File: src/rtl/eca_stripe_ctrl_if.sv
// Job, BM SRAM, buffer and engine handshake bundle for eca_stripe_ctrl.
// Defining ECA_PERF_CNT_EN adds the perf_cycles/perf_stalls outputs.
interface eca_stripe_ctrl_if #(
    parameter int unsigned K_MAX    = 4,
    parameter int unsigned M_MAX    = 128,
    parameter int unsigned STRIPE_W = 16
);
    localparam int unsigned ADDR_W = $clog2(M_MAX);
    localparam int unsigned K_W    = $clog2(K_MAX) + 1;

    // Register / user side
    logic                cfg_wr;
    logic [K_W-1:0]      cfg_k;
    logic [ADDR_W:0]     cfg_m;
    logic [STRIPE_W-1:0] cfg_stripes;
    logic                start;
    logic                abort;
    logic                busy;
    logic                done;
    logic                cfg_err;

    // BM SRAM side
    logic                bm_rd_req;
    logic [ADDR_W-1:0]   bm_rd_addr;
    logic                bm_rd_val;

    // Engine and buffer side
    logic                eng_bm_load;
    logic                inbuf_empty;
    logic                inbuf_rd_req;
    logic                outbuf_full;
    logic                eng_calc_en;
    logic                eng_wr_ack;
    logic                eng_empty;

    // Progress
    logic [STRIPE_W-1:0] stripe_idx;
    logic [ADDR_W-1:0]   group_idx;

`ifdef ECA_PERF_CNT_EN
    logic [31:0]         perf_cycles;
    logic [31:0]         perf_stalls;
`endif

    modport master (
        input  cfg_wr, cfg_k, cfg_m, cfg_stripes, start, abort,
        input  bm_rd_val, inbuf_empty, outbuf_full, eng_wr_ack, eng_empty,
`ifdef ECA_PERF_CNT_EN
        output perf_cycles, perf_stalls,
`endif
        output busy, done, cfg_err, bm_rd_req, bm_rd_addr, eng_bm_load,
        output inbuf_rd_req, eng_calc_en, stripe_idx, group_idx
    );

    modport slave (
        output cfg_wr, cfg_k, cfg_m, cfg_stripes, start, abort,
        output bm_rd_val, inbuf_empty, outbuf_full, eng_wr_ack, eng_empty,
`ifdef ECA_PERF_CNT_EN
        input  perf_cycles, perf_stalls,
`endif
        input  busy, done, cfg_err, bm_rd_req, bm_rd_addr, eng_bm_load,
        input  inbuf_rd_req, eng_calc_en, stripe_idx, group_idx
    );
endinterface

File: src/rtl/eca_stripe_ctrl.sv
// Job-level stripe x parity-row-group sequencer for the erasure-coding engine.
// Optional ECA_PERF_CNT_EN adds saturating busy-cycle and DATA-stall counters.
module eca_stripe_ctrl #(
    parameter int unsigned K_MAX            = 4,
    parameter int unsigned K_MIN            = 2,
    parameter int unsigned M_MAX            = 128,
    parameter int unsigned BM_MULT_UNIT_NUM = 4,
    parameter int unsigned STRIPE_W         = 16
) (
    input  logic              clk,
    input  logic              rstn,
    eca_stripe_ctrl_if.master bus
);
    localparam int unsigned G       = BM_MULT_UNIT_NUM / K_MIN;
    localparam int unsigned ADDR_W  = $clog2(M_MAX);
    localparam int unsigned OUTST_W = 4;
    localparam int unsigned K_W     = $clog2(K_MAX) + 1;

    localparam logic [OUTST_W-1:0] OutstMax = '1;

    typedef enum logic [2:0] {
        StIdle,
        StBmRd,
        StBmWait,
        StData,
        StNext,
        StDrain
    } state_e;

    state_e state_q, state_d;

    logic [K_W-1:0]      k_q, k_d;
    logic [ADDR_W:0]     m_q, m_d;
    logic [STRIPE_W-1:0] stripes_q, stripes_d;
    logic [ADDR_W:0]     ng_q, ng_d;
    logic [STRIPE_W-1:0] stripe_q, stripe_d;
    logic [ADDR_W-1:0]   group_q, group_d;
    logic [OUTST_W-1:0]  outst_q, outst_d;
    logic                cfg_err_q, cfg_err_d;

    logic                cfg_ok;
    logic                start_ok;
    logic                gate_ok;
    logic                calc_fire;
    logic                drain_done;
    logic                ack_take;
    logic                busy_w;
    logic [ADDR_W:0]     ng_calc;
    logic [ADDR_W:0]     group_inc;
    logic [STRIPE_W:0]   stripe_inc;
    logic                last_group;

    assign cfg_ok = (k_q >= K_W'(K_MIN)) && (k_q <= K_W'(K_MAX)) &&
                    (m_q != '0) && (m_q <= (ADDR_W+1)'(M_MAX)) &&
                    (stripes_q != '0);

    assign start_ok = (state_q == StIdle) && bus.start && cfg_ok && !bus.abort;

    assign ng_calc    = (m_q + (ADDR_W+1)'(G - 1)) / (ADDR_W+1)'(G);
    assign group_inc  = {1'b0, group_q} + (ADDR_W+1)'(1);
    assign stripe_inc = {1'b0, stripe_q} + (STRIPE_W+1)'(1);
    assign last_group = !(group_inc < ng_q);

    // Stripe data is only popped on group 0; later groups reuse the engine's held copy.
    assign gate_ok = !bus.outbuf_full && (outst_q != OutstMax) &&
                     ((group_q != '0) || !bus.inbuf_empty);

    assign calc_fire  = (state_q == StData) && gate_ok && !bus.abort;
    assign drain_done = (state_q == StDrain) && (outst_q == '0) && bus.eng_empty && !bus.abort;
    assign ack_take   = bus.eng_wr_ack && (outst_q != '0);
    assign busy_w     = (state_q != StIdle) && !drain_done;

    // State register
    always_ff @(posedge clk or negedge rstn) begin
        if (!rstn) begin
            state_q <= StIdle;
        end else begin
            state_q <= state_d;
        end
    end

    // Next-state logic
    always_comb begin
        state_d = state_q;
        if (bus.abort) begin
            state_d = StIdle;
        end else begin
            unique case (state_q)
                StIdle: begin
                    if (bus.start && cfg_ok) state_d = StBmRd;
                end
                StBmRd: begin
                    state_d = StBmWait;
                end
                StBmWait: begin
                    if (bus.bm_rd_val) state_d = StData;
                end
                StData: begin
                    if (calc_fire) state_d = StNext;
                end
                StNext: begin
                    if (last_group && (stripe_inc == {1'b0, stripes_q})) begin
                        state_d = StDrain;
                    end else begin
                        state_d = StBmRd;
                    end
                end
                StDrain: begin
                    if (drain_done) state_d = StIdle;
                end
                default: begin
                    state_d = StIdle;
                end
            endcase
        end
    end

    // Output logic
    always_comb begin
        bus.busy         = busy_w;
        bus.done         = drain_done;
        bus.cfg_err      = cfg_err_q;
        bus.bm_rd_req    = (state_q == StBmRd) && !bus.abort;
        bus.bm_rd_addr   = group_q;
        bus.eng_bm_load  = (state_q == StBmWait) && bus.bm_rd_val && !bus.abort;
        bus.eng_calc_en  = calc_fire;
        bus.inbuf_rd_req = calc_fire && (group_q == '0);
        bus.stripe_idx   = stripe_q;
        bus.group_idx    = group_q;
    end

    // Config, loop indices and outstanding-result tracking
    always_comb begin
        k_d       = k_q;
        m_d       = m_q;
        stripes_d = stripes_q;
        ng_d      = ng_q;
        stripe_d  = stripe_q;
        group_d   = group_q;
        outst_d   = outst_q;
        cfg_err_d = 1'b0;

        if (bus.abort) begin
            stripe_d = '0;
            group_d  = '0;
            outst_d  = '0;
        end else begin
            unique case ({calc_fire, ack_take})
                2'b10:   outst_d = outst_q + OUTST_W'(1);
                2'b01:   outst_d = outst_q - OUTST_W'(1);
                default: outst_d = outst_q;
            endcase

            if (bus.cfg_wr) begin
                if (state_q == StIdle) begin
                    k_d       = bus.cfg_k;
                    m_d       = bus.cfg_m;
                    stripes_d = bus.cfg_stripes;
                end else begin
                    cfg_err_d = 1'b1;
                end
            end

            if ((state_q == StIdle) && bus.start) begin
                if (cfg_ok) begin
                    ng_d     = ng_calc;
                    stripe_d = '0;
                    group_d  = '0;
                    outst_d  = '0;
                end else begin
                    cfg_err_d = 1'b1;
                end
            end

            if (state_q == StNext) begin
                if (!last_group) begin
                    group_d = group_inc[ADDR_W-1:0];
                end else begin
                    group_d  = '0;
                    stripe_d = stripe_inc[STRIPE_W-1:0];
                end
            end
        end
    end

    always_ff @(posedge clk or negedge rstn) begin
        if (!rstn) begin
            k_q       <= K_W'(K_MIN);
            m_q       <= (ADDR_W+1)'(1);
            stripes_q <= STRIPE_W'(1);
            ng_q      <= '0;
            stripe_q  <= '0;
            group_q   <= '0;
            outst_q   <= '0;
            cfg_err_q <= 1'b0;
        end else begin
            k_q       <= k_d;
            m_q       <= m_d;
            stripes_q <= stripes_d;
            ng_q      <= ng_d;
            stripe_q  <= stripe_d;
            group_q   <= group_d;
            outst_q   <= outst_d;
            cfg_err_q <= cfg_err_d;
        end
    end

`ifdef ECA_PERF_CNT_EN
    logic [31:0] perf_cycles_q, perf_cycles_d;
    logic [31:0] perf_stalls_q, perf_stalls_d;
    logic        stall_w;

    assign stall_w = (state_q == StData) && !gate_ok && !bus.abort;

    // Counters freeze once busy drops, so values survive done/abort until the next start.
    always_comb begin
        perf_cycles_d = perf_cycles_q;
        perf_stalls_d = perf_stalls_q;
        if (start_ok) begin
            perf_cycles_d = '0;
            perf_stalls_d = '0;
        end else begin
            if (busy_w && (perf_cycles_q != '1)) perf_cycles_d = perf_cycles_q + 32'd1;
            if (stall_w && (perf_stalls_q != '1)) perf_stalls_d = perf_stalls_q + 32'd1;
        end
    end

    always_ff @(posedge clk or negedge rstn) begin
        if (!rstn) begin
            perf_cycles_q <= '0;
            perf_stalls_q <= '0;
        end else begin
            perf_cycles_q <= perf_cycles_d;
            perf_stalls_q <= perf_stalls_d;
        end
    end

    assign bus.perf_cycles = perf_cycles_q;
    assign bus.perf_stalls = perf_stalls_q;
`else
    logic unused_start_ok;
    assign unused_start_ok = start_ok;
`endif
endmodule

File: src/flat_wrapper.sv
// flat-port wrapper written by rule: the top's interface ports become plain ports
module eca_stripe_ctrl_flat 
#(
    parameter int unsigned K_MAX            = 4,
    parameter int unsigned K_MIN            = 2,
    parameter int unsigned M_MAX            = 128,
    parameter int unsigned BM_MULT_UNIT_NUM = 4,
    parameter int unsigned STRIPE_W         = 16
)
  (clk, rstn, bus_cfg_wr, bus_cfg_k, bus_cfg_m, bus_cfg_stripes, bus_start, bus_abort, bus_bm_rd_val, bus_inbuf_empty, bus_outbuf_full, bus_eng_wr_ack, bus_eng_empty, bus_busy, bus_done, bus_cfg_err, bus_bm_rd_req, bus_bm_rd_addr, bus_eng_bm_load, bus_inbuf_rd_req, bus_eng_calc_en, bus_stripe_idx, bus_group_idx);
  eca_stripe_ctrl_if #(.K_MAX(K_MAX), .M_MAX(M_MAX), .STRIPE_W(STRIPE_W)) bus_i ();
  input  logic clk;
  input  logic rstn;
  input wire logic [$bits(bus_i.cfg_wr)-1:0] bus_cfg_wr;
  input wire logic [$bits(bus_i.cfg_k)-1:0] bus_cfg_k;
  input wire logic [$bits(bus_i.cfg_m)-1:0] bus_cfg_m;
  input wire logic [$bits(bus_i.cfg_stripes)-1:0] bus_cfg_stripes;
  input wire logic [$bits(bus_i.start)-1:0] bus_start;
  input wire logic [$bits(bus_i.abort)-1:0] bus_abort;
  input wire logic [$bits(bus_i.bm_rd_val)-1:0] bus_bm_rd_val;
  input wire logic [$bits(bus_i.inbuf_empty)-1:0] bus_inbuf_empty;
  input wire logic [$bits(bus_i.outbuf_full)-1:0] bus_outbuf_full;
  input wire logic [$bits(bus_i.eng_wr_ack)-1:0] bus_eng_wr_ack;
  input wire logic [$bits(bus_i.eng_empty)-1:0] bus_eng_empty;
  output wire logic [$bits(bus_i.busy)-1:0] bus_busy;
  output wire logic [$bits(bus_i.done)-1:0] bus_done;
  output wire logic [$bits(bus_i.cfg_err)-1:0] bus_cfg_err;
  output wire logic [$bits(bus_i.bm_rd_req)-1:0] bus_bm_rd_req;
  output wire logic [$bits(bus_i.bm_rd_addr)-1:0] bus_bm_rd_addr;
  output wire logic [$bits(bus_i.eng_bm_load)-1:0] bus_eng_bm_load;
  output wire logic [$bits(bus_i.inbuf_rd_req)-1:0] bus_inbuf_rd_req;
  output wire logic [$bits(bus_i.eng_calc_en)-1:0] bus_eng_calc_en;
  output wire logic [$bits(bus_i.stripe_idx)-1:0] bus_stripe_idx;
  output wire logic [$bits(bus_i.group_idx)-1:0] bus_group_idx;
  assign bus_i.cfg_wr = bus_cfg_wr;
  assign bus_i.cfg_k = bus_cfg_k;
  assign bus_i.cfg_m = bus_cfg_m;
  assign bus_i.cfg_stripes = bus_cfg_stripes;
  assign bus_i.start = bus_start;
  assign bus_i.abort = bus_abort;
  assign bus_i.bm_rd_val = bus_bm_rd_val;
  assign bus_i.inbuf_empty = bus_inbuf_empty;
  assign bus_i.outbuf_full = bus_outbuf_full;
  assign bus_i.eng_wr_ack = bus_eng_wr_ack;
  assign bus_i.eng_empty = bus_eng_empty;
  assign bus_busy = bus_i.busy;
  assign bus_done = bus_i.done;
  assign bus_cfg_err = bus_i.cfg_err;
  assign bus_bm_rd_req = bus_i.bm_rd_req;
  assign bus_bm_rd_addr = bus_i.bm_rd_addr;
  assign bus_eng_bm_load = bus_i.eng_bm_load;
  assign bus_inbuf_rd_req = bus_i.inbuf_rd_req;
  assign bus_eng_calc_en = bus_i.eng_calc_en;
  assign bus_stripe_idx = bus_i.stripe_idx;
  assign bus_group_idx = bus_i.group_idx;
  eca_stripe_ctrl #(.K_MAX(K_MAX), .K_MIN(K_MIN), .M_MAX(M_MAX), .BM_MULT_UNIT_NUM(BM_MULT_UNIT_NUM), .STRIPE_W(STRIPE_W)) u_core (.clk(clk), .rstn(rstn), .bus(bus_i));
endmodule
File: config.mk
export PLATFORM = sky130hd
export DESIGN_NAME = eca_stripe_ctrl_flat
export DESIGN_NICKNAME = d
export VERILOG_FILES = /design/src/rtl/eca_stripe_ctrl_if.sv /design/src/rtl/eca_stripe_ctrl.sv /design/src/flat_wrapper.sv
export SDC_FILE = /design/constraint.sdc
export NUM_CORES = 1
export LEC_CHECK = 0
export BUFFER_PORTS_ARGS = -buffer_cell sky130_fd_sc_hd__buf_2
export CORE_UTILIZATION = 59
export DETAILED_ROUTE_END_ITERATION = 10
export GPL_TIMING_DRIVEN = 1
export PLACE_DENSITY = 0.95
export SYNTH_ARGS = -nofsm -noshare
export SYNTH_HDL_FRONTEND = slang
export SYNTH_SLANG_ARGS = --single-unit
export TNS_END_PERCENT = 30
File: constraint.sdc
create_clock -name clk -period 7.61 [get_ports clk]
set_input_delay 0.3805 -clock clk [delete_from_list [all_inputs] [get_ports clk]]
set_output_delay 0.3805 -clock clk [all_outputs]
set_load 0.02 [all_outputs]
* Word level (Yosys, flattened, before mapping)
Index checks and enable logic that the tools add are counted.
** Word-level totals
- Bits in registers :: 65
- Latch bits :: 0
- Bits in writable memories :: 0
- Bits in read-only memories :: 0
- Input port bits :: 37
- Output and inout port bits :: 37
- Memories kept :: 0
** Cells by class
- $add $sub $neg :: 5
- $mul :: 0
- Div/mod/pow operators :: 0
- Order comparisons :: 4
- Equality and inequality tests :: 13
- Shift-type cells :: 0
- Muxes and demuxes :: 26
- Bitwise gates (word level) :: 1
- Reduce and logical (&&, ||, !) cells :: 40
** Operators by type and width (count)
- 2-to-1 mux 16 bit :: 5
- 2-to-1 mux 7 bit :: 5
- logical AND 1 bit :: 20
- 2-to-1 mux 3 bit :: 6
- one-hot mux 3 bit (6 select lines) :: 1
- adder 16 x 1 -> 17 bit (second input constant) :: 1
- equality test 17 x 16 -> 1 bit :: 1
- nonzero test 16 bit :: 1
- 2-to-1 mux 4 bit :: 3
- inequality test 3 x 2 -> 1 bit (second input constant) :: 3
- nonzero test 3 bit :: 3
- adder 7 x 1 -> 8 bit (second input constant) :: 1
- adder 8 x 1 -> 8 bit (second input constant) :: 1
- <= comparator 8 bit (second input constant) :: 1
- less-than comparator 8 x 7 -> 1 bit :: 1
- one-hot mux 4 bit (2 select lines) :: 1
- nonzero test 8 bit :: 1
- logical NOT 7 bit :: 1
- nonzero test 7 bit :: 1
- equality test 3 x 2 -> 1 bit (second input constant) :: 2
- equality test 3 bit (second input constant) :: 2
- AND reduction 3 bit :: 2
- logical NOT 1 bit :: 5
- 2-to-1 mux 1 bit :: 5
- 16 further kinds :: 16

* Longest topological paths before layout
- Depth after elaboration :: 10
- Depth in mapped cells :: 13
- Gate-level depth less buffers :: 13

* Least setup slack after synthesis
Ideal clock, no wire load.
- Kind :: reg2reg
- Start :: reg u_core.group_q[0] (netlist: u_core.bus.bm_rd_addr[0])
- End :: reg u_core.stripe_q[10] (netlist: u_core.bus.stripe_idx[10])
- Library setup time :: 0.082 ns
- Data arrival time :: 2.722 ns
- Path slack :: 4.806 ns
- Stages on the path, launching flop included :: 13
- Buffers on the path :: 1
- Cells stage by stage :: dfrtp_1 ha_1 nand3_1 nor2_1 xor2_1 ha_1 nor2b_1 a311oi_2 a21oi_1 a21oi_2 buf_4 nand2_1 a31oi_1
** Between the ends
- Word-level cells in the longest chain between the ends :: 5
** Ends and longest elaborated chain
- start, declared :: line eca_stripe_ctrl.sv:37 : logic [ADDR_W-1:0] group_q, group_d;
- start signal, assigned :: line eca_stripe_ctrl.sv:202 : group_q <= group_d;
- adder 7 x 1 -> 8 bit :: line eca_stripe_ctrl.sv:60 : assign group_inc = {1'b0, group_q} + (ADDR_W+1)'(1);
- less-than comparator 8 x 7 -> 1 bit :: line eca_stripe_ctrl.sv:62 : assign last_group = !(group_inc < ng_q);
- 2-to-1 mux 16 bit :: line eca_stripe_ctrl.sv:176 : if (!last_group) begin
- 2-to-1 mux 16 bit :: line eca_stripe_ctrl.sv:175 : if (state_q == StNext) begin
- 2-to-1 mux 16 bit :: line eca_stripe_ctrl.sv:143 : if (bus.abort) begin
- via u_core.stripe_d[10] :: line eca_stripe_ctrl.sv:36 : logic [STRIPE_W-1:0] stripe_q, stripe_d;
- end signal, assigned :: line eca_stripe_ctrl.sv:201 : stripe_q <= stripe_d;
- end, declared :: line eca_stripe_ctrl.sv:36
The timed path passes the listed nets, and every way through them passes these cells.
A chain may end at the register's enable or synchronous reset.

* Worst setup path after layout
- Start :: reg u_core.group_q[0] (netlist: u_core.bus.bm_rd_addr[0])
- End :: reg u_core.stripe_q[9] (netlist: u_core.bus.stripe_idx[9])
The elaborated chain is that of the path after synthesis.

==> flow_summary.ini <==
[run_status]
outcome = finished clean

[clock_network]
clock_path_buffers = 2
cts_made_buffers = 9
cts_max_level = 3
hold_buffers = 0
clk_pin_slew_ps = 70
cts_resized = 0
cts.sinks = 65
cts_root_buf = clkbuf_8
cts_tree = yes
clk-insertion-delay-late_ps = 350
post_cts_buffers = 0

[routing]
via_count = 3496
wl_mm = 9.27
drt_pass1_iterations = 6
via_per_inst = 6.21
drt-initial-drc-count = 509
drc_errors = 0
drtAntennaViolNets = 0
wire_per_inst_microns = 16.5

[cells_and_area]
final_nets = 532
syn2layout_area_growth_pct = 12.9
nFillCells = 459
mostFrequentLayoutCells = buf_2, dfrtp_1, nor2_1
seq_area_sq_um = 1630
antenna_cells = 0
drive_above_1_share = 0.261
final_common_cell = buf_2
multi_input_area_sq_um = 2200

[logic_synthesis]
syn_area_sq_um = 4090
synth_edf_count = 0
synth_cell_types = 57
ys_ff_latch = 65
syn_avg_cell_area_sq_um = 9.53
syn_nets = 480
ys_seq_area_frac = 0.399
synth_cells = 429
ys_async_sr_fraction = 1.00
synth_ff_type = dfrtp_1
yosys_warnings = 0

[global_routing]
grt_pass1_wl_mm = 15.7
grtUsageMet2 = 0.433
top_usage_layer = met2
met1_usage = 0.359
grtUsageMet3 = 0.0632
grt-ovfl-total = 0
grt.total_usage = 0.275
grt_max_degree = 66
grt_pass1_vias = 3335
antenna_found_initial = 0

[critical_path]
cp-end-kind = flip-flop
path_class = flip-flop to flip-flop
crit_path_max_fanout = 16
arrival_ps = 3940
start_kind = flip-flop
r2r-end = u_core.bus.stripe_idx[9]$_DFF_PN0_
required_ps = 7890
reg2reg_slack_ps = 3950
r2r_start = u_core.bus.bm_rd_addr[0]$_DFFE_PN0P_
rr_worst_depth = 11

[floorplanning]
die_h_microns = 85.3
core-area_sq_um = 6530
chipWidth_microns = 85.3
placementRows = 29
initial_core_util = 0.626
die_area_sq_um = 7270
io_pins = 74

[timing]
clock.fmax_mhz = 273
finalHoldViolations = 0
fin_tns_setup_ps = 0
worst_pin_slew_ps = 1200
slew_viol_final = 0
max_slew_margin = 0.199
setup_violations = 0
period_needed_ps = 3660
grt_setup_unrepaired = no
clock_skew_ps = 8.77
hold_slack_ps = 201
fin_crit_sh = 0.481

[power_and_ir_drop]
p_leak_uw = 0.00215
ir_drop_mv = 0.181
power-per-cell-area_nw_per_um2 = 255

[placement]
hpwl_mm = 6.63
gp_congestion = 0.845
io_buffer_count = 73

[hold_path]
hold_path.class = input port to asynchronous set/reset pin

[run]
drv_cap = 0
==> final cells by class <==
class,instances,share of cell area
Clock buffer,10,0.0276
Sequential cell,65,0.353
Tap cell,77,0.0209
Clock inverter,6,0.0282
Inverter,15,0.0122
Multi-Input combinational cell,316,0.477
Timing Repair Buffer,74,0.0807
==> kinds of logic after synthesis <==
kind of cell | synth area share
flip-flops | 0.399
buffers and inverters | 0.0624
AO/OA/AOI/OAI | 0.135
AND/OR/NAND/NOR | 0.197
XOR/XNOR | 0.0749
multiplexers | 0.0869
adder cells (fa/ha/maj) | 0.0453
==> metal layers <==
layer / up-vias / wire (microns)
li1: 1653 / -
met1: 1625 / 3950
met2: 189 / 4350
met3: 29 / 744
met4: 0 / 226
met5: - / 0
==> stage by stage <==
stage               total power, uW  cell area [sq um]  instances  setup WS [ps]   util
floorplan                       714               4090        429           4810      -
global placement                772               4360        547           4390  0.668
detailed placement              793               4360        547           4120  0.668
CTS                            1180               4620        563           4080  0.707
global route                   1240               4620        563           3710  0.707
finish                         1180               4620        563           3950  0.707
==> how the worst max path moves through the flow <==
stage	start	endpoint	cells after the start
2_1_floorplan	u_core.bus.bm_rd_addr[0]$_DFFE_PN0P_	u_core.bus.stripe_idx[10]$_DFF_PN0_	12
3_3_place_gp	u_core.bus.bm_rd_addr[0]$_DFFE_PN0P_	u_core.bus.stripe_idx[8]$_DFF_PN0_	11
4_1_cts	u_core.bus.bm_rd_addr[0]$_DFFE_PN0P_	u_core.bus.stripe_idx[2]$_DFF_PN0_	11
6_report	u_core.bus.bm_rd_addr[0]$_DFFE_PN0P_	u_core.bus.stripe_idx[9]$_DFF_PN0_	11
3_5_place_dp	u_core.bus.bm_rd_addr[0]$_DFFE_PN0P_	u_core.bus.stripe_idx[9]$_DFF_PN0_	11
5_1_grt	u_core.bus.bm_rd_addr[0]$_DFFE_PN0P_	u_core.bus.stripe_idx[8]$_DFF_PN0_	11
==> synthesized netlist by cell type (all sizes together) (3+ instances only) <==
library cell	n	area (sq um)
dfrtp	62	1550
nor2	34	128
mux2	28	315
a21oi	26	134
nand2	23	86.3
xnor2	23	201
buf	21	153
nand3	21	105
o21ai	19	95.1
inv	15	56.3
ha	14	175
clkbuf	12	46.3
nand4	12	75.1
xor2	12	105
a31oi	11	68.8
and3	10	67.6
nor4	10	68.8
or3	10	62.6
nor2b	7	43.8
and4	5	43.8
a21o	4	30.0
mux2i	4	40.0
nand2b	4	25.0
nand3b	4	30.0
nor3	4	20.0
a211o	3	27.5
dfstp	3	78.8
o31ai	3	22.5
==> where the power goes <==
group	switching, uW	internal, uW	total (uW)
clock	133	250	382
sequential	83.4	432	516
combinational	133	145	278
total	349	827	1180
==> sequential cells by signal (all words and copies together), names as in the netlist <==
signal / cells
u_core.bus.bm_rd_addr: 7
u_core.m_q: 8
u_core.bus.stripe_idx: 16
u_core.bus.cfg_err: 1
u_core.outst_q: 4
u_core.k_q: 3
u_core.ng_q: 7
u_core.stripes_q: 16
u_core.state_q: 3
==> worst max-delay path, stage by stage, from the launching register on <==
cell,delay [ps]
dfrtp_1,480
ha_1,270
nand3_1,190
nor2_1,190
xor2_1,240
ha_1,280
nor2b_1,150
a311oi_2,350
a21oi_1,390
a21oi_2,630
o21ai_0,220
a21oi_1,190
Power figures use the tool's default switching activity.
